[config.mk]
export PLATFORM = sky130hd
export DESIGN_NAME = dsp_mac_sequencer
export DESIGN_NICKNAME = d
export VERILOG_FILES = /design/src/rtl/dsp_mac_sequencer.sv
export SDC_FILE = /design/constraint.sdc
export NUM_CORES = 1
export LEC_CHECK = 0
export CORE_MARGIN = 1
export CORE_UTILIZATION = 53
export DETAILED_ROUTE_END_ITERATION = 10
export DONT_BUFFER_PORTS = 1
export GPL_ROUTABILITY_DRIVEN = 0
export PLACE_DENSITY = 0.67
export SETUP_SLACK_MARGIN = 0.15
export SYNTH_ARGS = -nofsm -noshare
export SYNTH_HDL_FRONTEND = slang
export SYNTH_SLANG_ARGS = --single-unit
[constraint.sdc]
create_clock -name CLK -period 5.6 [get_ports CLK]
set_input_delay 0.84 -clock CLK [delete_from_list [all_inputs] [get_ports CLK]]
set_output_delay 0.84 -clock CLK [all_outputs]
set_load 0.1 [all_outputs]
[src/rtl/dsp_mac_sequencer.sv]
// Sequences a DSP48A1 slice as a length-N multiply-accumulate engine and returns the 48-bit sum.
// Optional carry-out overflow flag (OVF) is compiled in with `define DSP_MAC_OVF_EN.
module dsp_mac_sequencer #(
  parameter int          LEN_W      = 16,
  parameter int          PIPE_LAT   = 2,
  parameter logic [7:0]  OPMODE_MAC = 8'h09
) (
  input  logic             CLK,
  input  logic             RSTN,
  input  logic             START,
  input  logic [LEN_W-1:0] LEN,
  output logic             BUSY,
  output logic             DONE,
  output logic [47:0]      RESULT,
  input  logic             S_VALID,
  output logic             S_READY,
  input  logic [17:0]      S_A,
  input  logic [17:0]      S_B,
  output logic [17:0]      DSP_A,
  output logic [17:0]      DSP_B,
  output logic [7:0]       DSP_OPMODE,
  output logic             DSP_CEA,
  output logic             DSP_CEB,
  output logic             DSP_CEM,
  output logic             DSP_CEP,
  output logic             DSP_CEOPMODE,
  output logic             DSP_RSTP,
`ifdef DSP_MAC_OVF_EN
  input  logic             DSP_CARRYOUT,
  output logic             OVF,
`endif
  input  logic [47:0]      DSP_P
);

  typedef enum logic [2:0] {
    ST_IDLE  = 3'd0,
    ST_CLEAR = 3'd1,
    ST_FEED  = 3'd2,
    ST_DRAIN = 3'd3,
    ST_FIN   = 3'd4
  } state_t;

  state_t             state_r;
  logic [LEN_W-1:0]   len_r;
  logic [LEN_W-1:0]   cnt_r;
  logic [LEN_W-1:0]   cnt_inc_s;
  logic [PIPE_LAT-1:0] vpipe_r;
  logic [PIPE_LAT-1:0] vnext_s;
  logic               accept_s;
  logic               last_s;
  logic               vout_s;
  logic               pipe_empty_next_s;
  logic               accum_phase_s;
  logic               s_ready_r;
  logic               busy_r;
  logic               done_r;
  logic               ce_am_r;
  logic               ceop_r;
  logic               rstp_r;
  logic [7:0]         opmode_r;
  logic [47:0]        result_r;

  assign accept_s          = S_VALID & s_ready_r;
  assign cnt_inc_s         = cnt_r + LEN_W'(1);
  assign last_s            = (cnt_inc_s == len_r);
  assign vout_s            = vpipe_r[PIPE_LAT-1];
  assign pipe_empty_next_s = (vnext_s == {PIPE_LAT{1'b0}});
  assign accum_phase_s     = (state_r == ST_FEED) || (state_r == ST_DRAIN);

  generate
    if (PIPE_LAT > 1) begin : g_deep_pipe
      assign vnext_s = {vpipe_r[PIPE_LAT-2:0], accept_s};
    end else begin : g_single_pipe
      assign vnext_s = accept_s;
    end
  endgenerate

  // Operands pass straight through on accept; the slice's A1/B1 registers form the first stage.
  assign DSP_A        = accept_s ? S_A : 18'd0;
  assign DSP_B        = accept_s ? S_B : 18'd0;
  assign DSP_CEP      = (state_r == ST_CLEAR) | (vout_s & accum_phase_s);
  assign DSP_CEA      = ce_am_r;
  assign DSP_CEB      = ce_am_r;
  assign DSP_CEM      = ce_am_r;
  assign DSP_CEOPMODE = ceop_r;
  assign DSP_RSTP     = rstp_r;
  assign DSP_OPMODE   = opmode_r;
  assign S_READY      = s_ready_r;
  assign BUSY         = busy_r;
  assign DONE         = done_r;
  assign RESULT       = result_r;

  // Command sequencer: state, operand counter, valid pipe and registered slice controls.
  always_ff @(posedge CLK or negedge RSTN) begin
    if (!RSTN) begin
      state_r   <= ST_IDLE;
      len_r     <= {LEN_W{1'b0}};
      cnt_r     <= {LEN_W{1'b0}};
      vpipe_r   <= {PIPE_LAT{1'b0}};
      s_ready_r <= 1'b0;
      busy_r    <= 1'b0;
      done_r    <= 1'b0;
      ce_am_r   <= 1'b0;
      ceop_r    <= 1'b0;
      rstp_r    <= 1'b0;
      opmode_r  <= 8'h00;
      result_r  <= 48'd0;
    end else begin
      vpipe_r <= vnext_s;
      done_r  <= 1'b0;
      case (state_r)
        ST_IDLE: begin
          // busy_r still high marks the DONE cycle, where a new START is refused.
          if (START && !busy_r) begin
            len_r    <= LEN;
            cnt_r    <= {LEN_W{1'b0}};
            busy_r   <= 1'b1;
            rstp_r   <= 1'b1;
            ceop_r   <= 1'b1;
            opmode_r <= OPMODE_MAC;
            state_r  <= ST_CLEAR;
          end else begin
            busy_r <= 1'b0;
          end
        end
        ST_CLEAR: begin
          rstp_r  <= 1'b0;
          ceop_r  <= 1'b0;
          ce_am_r <= 1'b1;
          if (len_r != {LEN_W{1'b0}}) begin
            s_ready_r <= 1'b1;
            state_r   <= ST_FEED;
          end else begin
            state_r <= ST_DRAIN;
          end
        end
        ST_FEED: begin
          if (accept_s) begin
            cnt_r <= cnt_inc_s;
            if (last_s) begin
              s_ready_r <= 1'b0;
              state_r   <= ST_DRAIN;
            end
          end
        end
        ST_DRAIN: begin
          // Leave as the final product is being added, so FIN sees the finished P.
          if (pipe_empty_next_s) begin
            state_r <= ST_FIN;
          end
        end
        ST_FIN: begin
          result_r <= DSP_P;
          done_r   <= 1'b1;
          ce_am_r  <= 1'b0;
          opmode_r <= 8'h00;
          state_r  <= ST_IDLE;
        end
        default: begin
          s_ready_r <= 1'b0;
          busy_r    <= 1'b0;
          ce_am_r   <= 1'b0;
          ceop_r    <= 1'b0;
          rstp_r    <= 1'b0;
          opmode_r  <= 8'h00;
          state_r   <= ST_IDLE;
        end
      endcase
    end
  end

`ifdef DSP_MAC_OVF_EN
  logic vout_d_r;
  logic ovf_sticky_r;
  logic ovf_r;
  logic carry_hit_s;

  // CARRYOUT is registered with P, so it lines up with the valid pipe delayed by one cycle.
  assign carry_hit_s = vout_d_r & DSP_CARRYOUT;
  assign OVF         = ovf_r;

  // Sticky overflow tracking, published alongside RESULT.
  always_ff @(posedge CLK or negedge RSTN) begin
    if (!RSTN) begin
      vout_d_r     <= 1'b0;
      ovf_sticky_r <= 1'b0;
      ovf_r        <= 1'b0;
    end else begin
      vout_d_r <= vout_s;
      if (state_r == ST_CLEAR) begin
        ovf_sticky_r <= 1'b0;
      end else if (carry_hit_s) begin
        ovf_sticky_r <= 1'b1;
      end
      if (state_r == ST_FIN) begin
        ovf_r <= ovf_sticky_r | carry_hit_s;
      end
    end
  end
`endif

endmodule

==> results of run 1 <==
==> state kept, by name (all words and copies together), names as in the netlist <==
signal      flops
BUSY            1
DONE            1
DSP_CEA         1
DSP_OPMODE      1
DSP_RSTP        1
RESULT         48
S_READY         1
cnt_r          16
len_r          16
state_r         3
vpipe_r         2
==> final cells by class <==
class,count,area share
multi-input combinational,275,0.437
clock inverter,6,0.0157
clock buffer,10,0.0272
tap,105,0.0280
sequential,91,0.486
inverter,2,0.00160
timing repair buffer,3,0.00479
==> critical path, stage by stage (launching register included) <==
cell and delay (ps):
dfrtp_1 700, nor2b_1 380, a21oi_1 90, nor2_2 860
==> cells in the mapped netlist, types with 2 or more instances <==
| library cell | count |
|---|---|
| and3_1 | 37 |
| a211o_1 | 2 |
| xor2_1 | 8 |
| buf_2 | 7 |
| mux2_2 | 64 |
| or4_1 | 2 |
| xnor2_1 | 15 |
| nor2_2 | 2 |
| o31ai_1 | 12 |
| nand2b_1 | 2 |
| nor4_1 | 5 |
| dfrtp_1 | 91 |
| a21oi_1 | 5 |
| clkbuf_1 | 18 |
| o21ai_1 | 4 |
| inv_1 | 2 |
| nand3_1 | 12 |
| nor3_1 | 10 |
| nand2_1 | 19 |
| nor2b_1 | 5 |
| nor2_1 | 16 |
| o41ai_1 | 3 |
| a21o_1 | 5 |
| nand4_1 | 4 |
| buf_4 | 10 |
| and2_1 | 5 |
| o21ai_0 | 14 |
==> cells by family (layout without fill, tap and decap cells) <==
| logic type | Yosys count | in the layout | synth area share |
|---|---|---|---|
| adder cells (fa/ha/maj) | 1 | 1 | 0.00278 |
| AO/OA/AOI/OAI | 50 | 50 | 0.0729 |
| flip-flops | 91 | 91 | 0.507 |
| other | 1 | 6 | 0.000834 |
| multiplexers | 65 | 65 | 0.163 |
| buffers and inverters | 38 | 21 | 0.0420 |
| XOR/XNOR | 23 | 23 | 0.0448 |
| AND/OR/NAND/NOR | 130 | 130 | 0.167 |
==> stage by stage <==
step	utilization	area (um^2)	setup WS [ps]	cells	hold slack, ps
6_report	0.572	4700	2370	492	162
5_1_grt	0.572	4700	2230	492	137
4_1_cts	0.572	4700	2350	492	141
3_5_place_dp	0.547	4500	2750	476	425
3_3_place_gp	0.547	4500	2820	476	422
2_1_floorplan	-	4510	2510	404	397
==> worst max path at each step <==
stage,start,end,cells past startpoint
floorplan,S_READY,DSP_A[10],3
detailed placement,state_r[1],DSP_CEP,3
global route,state_r[1],DSP_CEP,3
CTS,state_r[1],DSP_CEP,3
global placement,state_r[1],DSP_CEP,3
finish,state_r[1],DSP_CEP,3
==> layer usage <==
metal,global-route usage,vias up
li1,-,1372
met1,0.274,1421
met2,0.343,138
met3,0.0518,7
met4,0.0949,0
met5,0,-
==> results.yml, run 1 <==
clocking:
  cts-resized-gates: 0
  cts_htree_levels: 3
  numCtsBuffers: 9
  holdBufCountCts: 0
  cts_sinks: 91
  cts_tree: "yes"
  insertion_delay_ps: 360
  clock_path_buffers: 2
  clk_pin_slew_ps: 100
  postCtsSetupRepairBufs: 0
  cts_root_buf: "clkbuf_8"
global_routing:
  grt_pass1_wl_um: 14100
  grt_pass1_vias: 2693
  grt.overflow.total: 0
  antenna_found_initial: 1
  grt_usage: 0.214
  grt_max_degree: 92
logic_synthesis:
  ys_async_sr_fraction: 1.00
  synth_cell_type_count: 47
  ys_ff_latch: 91
  synth-edff-count: 0
  ys.flop_type: "dfrtp_1"
  yosysTopAreaCell: "dfrtp_1"
  synth_top_cell_area_share: 0.507
  synthCells: 399
  yosysWarnings: 0
  synthTopCellsByArea: "dfrtp_1 51%, mux2_2 16%, and3_1 5.2%"
  syn-mean-instance-area_um2: 11.3
  synth-seq-area-share: 0.507
  syn_area_um2: 4490
worst_setup_path:
  rr_worst_depth: 3
  cp.required_ps: 4760
  critical_path.endpoint_type: "output pin"
  crit_arrival_ps: 2390
  crit_fanout: 28
  worstSetupPathType: "reg2out"
  timing.rr.start: "S_READY"
  ff2ff_setup_slack_ps: 3080
  worstSetupStartpointType: "flop"
  worstReg2RegEnd: "cnt_r[8]"
hold_path:
  hold_path.class: "in2async"
route:
  route.met3.wl_um: 675
  drc: 0
  wl_per_cell_um: 19.6
  drt-met1-wl_um: 4020
  topRoutingLayerUsed: "met4"
  wl_met2_um: 4840
  vias: 2938
  first_pass_iters: 4
  routed_wl_um: 9640
  avgViaCountPerCell: 5.97
  drt_iter0_markers: 125
  final_antenna_net_count: 0
run:
  drv_cap: 0
floorplanning:
  die_h_um: 94.1
  start_util: 0.547
  die_width_um: 94.1
  fp-row-count: 33
  fp.dieArea_um2: 8850
  core_um2: 8220
  io_pins: 205
timing:
  fin_setup_tns_ps: 0
  maxSlewViolCount: 0
  finalClockSkew_ps: 8.43
  hold_viol_final: 0
  fmax_mhz: 310
  timing.final.crit_share: 0.576
  tightestPinTransition_ps: 1080
  rsz0062_at_grt: "no"
  setup_viol_count_final: 0
  min_period_ps: 3230
  slew-limit-headroom: 0.279
final_layout:
  nFillCells: 682
  drive_above_1_share: 0.251
  ff_latch_area_um2: 2280
  final_cell_mix: "87 x dfrtp_1, 64 x mux2_2, 37 x and3_1"
  multi_input_area_um2: 2050
  antenna_cells: 0
  final_common_cell: "dfrtp_1"
  syn2layout_area_growth_pct: 4.57
  layout.nets: 487
status:
  outcome: "complete, no violations"
placement:
  numPortBuffers: 0
  dp_hpwl_um: 6800
Power of run 1 is not shown: default switching activity piles up to over one toggle a cycle in this logic, so the estimate is an artifact.
==> inputs of run 2 (changes only) <==
--- a/config.mk
+++ b/config.mk
@@ -10,7 +10,7 @@
 export DETAILED_ROUTE_END_ITERATION = 10
 export DONT_BUFFER_PORTS = 1
 export GPL_ROUTABILITY_DRIVEN = 0
-export PLACE_DENSITY = 0.67
+export PLACE_DENSITY = 0.7
 export SETUP_SLACK_MARGIN = 0.15
 export SYNTH_ARGS = -nofsm -noshare
 export SYNTH_HDL_FRONTEND = slang
==> constraint.sdc (replaced) <==
create_clock -name CLK -period 2.9 [get_ports CLK]
set_input_delay 0.435 -clock CLK [delete_from_list [all_inputs] [get_ports CLK]]
set_output_delay 0.435 -clock CLK [all_outputs]
set_load 0.1 [all_outputs]
==> results.yml, run 2 (synthesized netlist as in run 1, its figures left out) <==
timing:
  setup_viol_count_final: 0
  finalClockSkew_ps: 10.2
  slew-limit-headroom: 0.329
  fin_setup_tns_ps: 0
  rsz0062_at_grt: "no"
  tightestPinTransition_ps: 1010
  timing.final.crit_share: 0.783
  maxSlewViolCount: 0
  fmax_mhz: 440
  hold_viol_final: 0
  min_period_ps: 2270
floorplanning:
  start_util: 0.547
  die_width_um: 94.1
  fp.dieArea_um2: 8850
  fp-row-count: 33
  die_h_um: 94.1
  core_um2: 8220
  io_pins: 205
global_routing:
  grt_pass1_vias: 3033
  grt_pass1_wl_um: 15000
  antenna_found_initial: 0
  grt_max_degree: 92
  grt_usage: 0.228
  grt.overflow.total: 0
placement:
  dp_hpwl_um: 7350
  numPortBuffers: 0
final_layout:
  final_common_cell: "dfrtp_1"
  largest_reg_flops: 48
  drive_above_1_share: 0.327
  antenna_cells: 0
  final_cell_mix: "87 x dfrtp_1, 64 x mux2_2, 45 x buf_4"
  syn2layout_area_growth_pct: 12.2
  layout.nets: 531
  finish.utilization: 0.614
worst_setup_path:
  worstSetupStartpointType: "flop"
  worstSetupEndpoint: "S_READY"
  worstSetupPathType: "reg2reg"
  worstReg2RegEnd: "S_READY"
  crit_fanout: 9
  cp-startpoint: "cnt_r[0]"
  critical_path.endpoint_type: "flop"
  rr_worst_depth: 7
  cp.required_ps: 3160
  crit_arrival_ps: 2530
  ff2ff_setup_slack_ps: 630
  timing.rr.start: "cnt_r[0]"
clocking:
  clk_pin_slew_ps: 100
  cts-resized-gates: 0
  cts_tree: "yes"
  cts_sinks: 91
  cts_root_buf: "clkbuf_8"
  numCtsBuffers: 9
  cts_htree_levels: 3
  clock_path_buffers: 2
  insertion_delay_ps: 360
route:
  drt_iter0_markers: 110
  first_pass_iters: 4
  routed_wl_um: 10100
  drc: 0
  avgViaCountPerCell: 5.87
  vias: 3145
  final_antenna_net_count: 0
  wl_per_cell_um: 18.8
status:
  outcome: "complete, no violations"
hold_path:
  hold_path.class: "in2reg"
  min_delay_path_depth: 1
run:
  drv_cap: 0
run 2: per-stage QoR:
| step | area (um^2) | cells | hold slack (ps) | setup slack, ps |
|---|---|---|---|---|
| 2_1_floorplan | 4510 | 404 | 139 | 214 |
| 3_3_place_gp | 4810 | 518 | 143 | 708 |
| 3_5_place_dp | 4810 | 518 | 143 | 636 |
| 4_1_cts | 5040 | 536 | 198 | 620 |
| 5_1_grt | 5040 | 536 | 195 | 441 |
| 6_report | 5040 | 536 | 213 | 629 |
run 2: routing by layer:
layer  global-route usage  part of all wire  vias up
li1                     -                 -     1461
met1                0.265              0.39     1501
met5                    0                 0        -
met3               0.0712             0.098       16
met2                0.391              0.49      167
met4               0.0872             0.015        0
run 2: worst min-delay path by stage:
stage	start	to
floorplan	RSTN	BUSY
global placement	RSTN	len_r[7]
detailed placement	RSTN	len_r[13]
CTS	DSP_P[26]	RESULT[26]
global route	LEN[4]	len_r[4]
finish	DSP_P[15]	RESULT[15]
run 2: timing repair:
item / CTS / global route
endpoints found under the hold margin: 91 / 0
hold buffers: 2 / 0
buffers inserted: 0 / 0
run 2: area by class of cell:
class	instances	area [um^2]
repair buffers	47	375
inverters	2	7.51
fillers	674	3170
multi-input cells	275	2050
clock buffers	9	124
flip-flops and latches	91	2280
clock inverters	7	70.1
well taps	105	131
run 2: critical path: stages, from the launching register on:
cell and delay [ps]:
dfrtp_1 460, ha_1 310, nand3_4 170, or4_1 560, xnor2_1 160, nor2_1 90, nand4_1 120, o31a_1 290
Power of run 2 is left out for the same reason.
==> inputs of run 3 (changes only) <==
==> constraint.sdc (replaced) <==
create_clock -name CLK -period 1.95 [get_ports CLK]
set_input_delay 0.2925 -clock CLK [delete_from_list [all_inputs] [get_ports CLK]]
set_output_delay 0.2925 -clock CLK [all_outputs]
set_load 0.1 [all_outputs]
==> results.yml, run 3 (synthesized netlist as in run 1, its figures left out) <==
worst_setup_path:
  cp.required_ps: 2210
  slowest_stage: "dfrtp_1"
  crit_fanout: 5
  worstSetupPathType: "reg2reg"
  crit_arrival_ps: 2240
  worstSetupStartpointType: "flop"
  crit_chain: "ha_4, nand3_4, buf_4, nor2_4, mux2_1, nand3_1, a211o_1, o31a_1"
  critical_path.endpoint_type: "flop"
  slowest_delay_ps: 430
floorplanning:
  io_pins: 205
  start_util: 0.547
  fp.dieArea_um2: 8850
  fp-row-count: 33
  die_h_um: 94.1
  die_width_um: 94.1
  core_um2: 8220
global_routing:
  grt_max_degree: 92
  grt_usage: 0.248
  grt.overflow.total: 0
  grt_pass1_vias: 3091
  grt_pass1_wl_um: 16300
  antenna_found_initial: 4
final_layout:
  layout.nets: 530
  ff_latch_area_um2: 2290
  nFillCells: 621
  final_common_cell: "dfrtp_1"
  drive_above_1_share: 0.433
  largest_reg_flops: 48
  syn2layout_area_growth_pct: 21.0
  finish.utilization: 0.662
  final_cell_mix: "84 x dfrtp_1, 64 x mux2_2, 31 x and3_4, 31 x buf_4, 19 x nand2_1"
  fin_cells: 539
  multi_input_area_um2: 2260
timing:
  maxSlewViolCount: 0
  fin_setup_tns_ps: -27.6
  slew-limit-headroom: 0.380
  setup_viol_count_final: 1
  tightestPinTransition_ps: 930
  hold_viol_final: 91
  fmax_mhz: 506
  min_period_ps: 1980
  fin_ws_ps: -27.6
  timing.final.crit_share: 1.01
  rsz0062_at_grt: "yes"
  finalClockSkew_ps: 8.09
  hold_slack_ps: -392
placement:
  dp_cells: 516
  numPortBuffers: 0
  dp_hpwl_um: 7770
clocking:
  insertion_delay_ps: 370
  cts_sinks: 91
  cts_root_buf: "clkbuf_8"
  cts_tree: "yes"
  numCtsBuffers: 9
  clock_path_buffers: 2
  cts_htree_levels: 3
  clk_pin_slew_ps: 100
route:
  first_pass_iters: 4
  final_antenna_net_count: 0
  routed_wl_um: 10800
  vias: 3218
  drc: 0
  wl_per_cell_um: 20.1
  avgViaCountPerCell: 5.97
  drt_iter0_markers: 119
status:
  outcome: "finished, violations left"
  violations: "negative hold slack, negative setup slack"
run:
  drv_cap: 0
hold_path:
  hold_path.class: "in2async"
run 3: routing by layer:
layer	vias up	part of all wire	global-route usage
met2	189	0.49	0.376
met5	-	0	0
met3	11	0.098	0.0955
li1	1465	-	-
met4	0	0.014	0.144
met1	1553	0.39	0.299
run 3: layout make-up:
type                       instances  share of cell area
sequential                        91               0.421
multi-input combinational        275               0.415
timing repair buffer              46              0.0957
tap                              105              0.0242
clock buffer                      10              0.0235
clock inverter                     6              0.0173
antenna                            4             0.00184
inverter                           2             0.00138
run 3: worst max-delay path, delay by kind of cell, from the launching register on:
kind / cells / cell delay, ps
adder cells (fa/ha/maj): 1 / 170
multiplexers: 1 / 160
buffers and inverters: 1 / 160
AO/OA/AOI/OAI: 2 / 610
AND/OR/NAND/NOR: 3 / 330
flip-flops: 1 / 430
run 3: repair_timing:
item | 4_1_cts | 5_1_grt
gates cloned | 0 | 1
pin swaps | 0 | 4
endpoints found under the hold margin | 91 | 91
gates resized for setup | 6 | 7
endpoints found under the setup margin | 40 | 10
setup buffers | 2 | 0
run 3: through the flow:
step                setup WS (ps)  instance area, um^2
finish                      -27.6                 5440
global route                 -106                 5440
CTS                         -21.1                 5380
detailed placement          -25.9                 5120
global placement             18.6                 5120
floorplan                    5.84                 4700
run 3: path summary, 6_finish.rpt:
check | startpoint | to | slack (ps) | cells past startpoint
max reg2reg | cnt_r[1] | S_READY | -30 | 8
max in group asynchronous | RSTN | cnt_r[0] | 2160 | 0
max | cnt_r[1] | S_READY | -30 | 8
min in group CLK | DSP_P[31] | RESULT[31] | 60 | 1
min | RSTN | cnt_r[11] | -390 | 0
min reg2reg | vpipe_r[0] | vpipe_r[1] | 440 | 0
Power of run 3 is left out for the same reason.
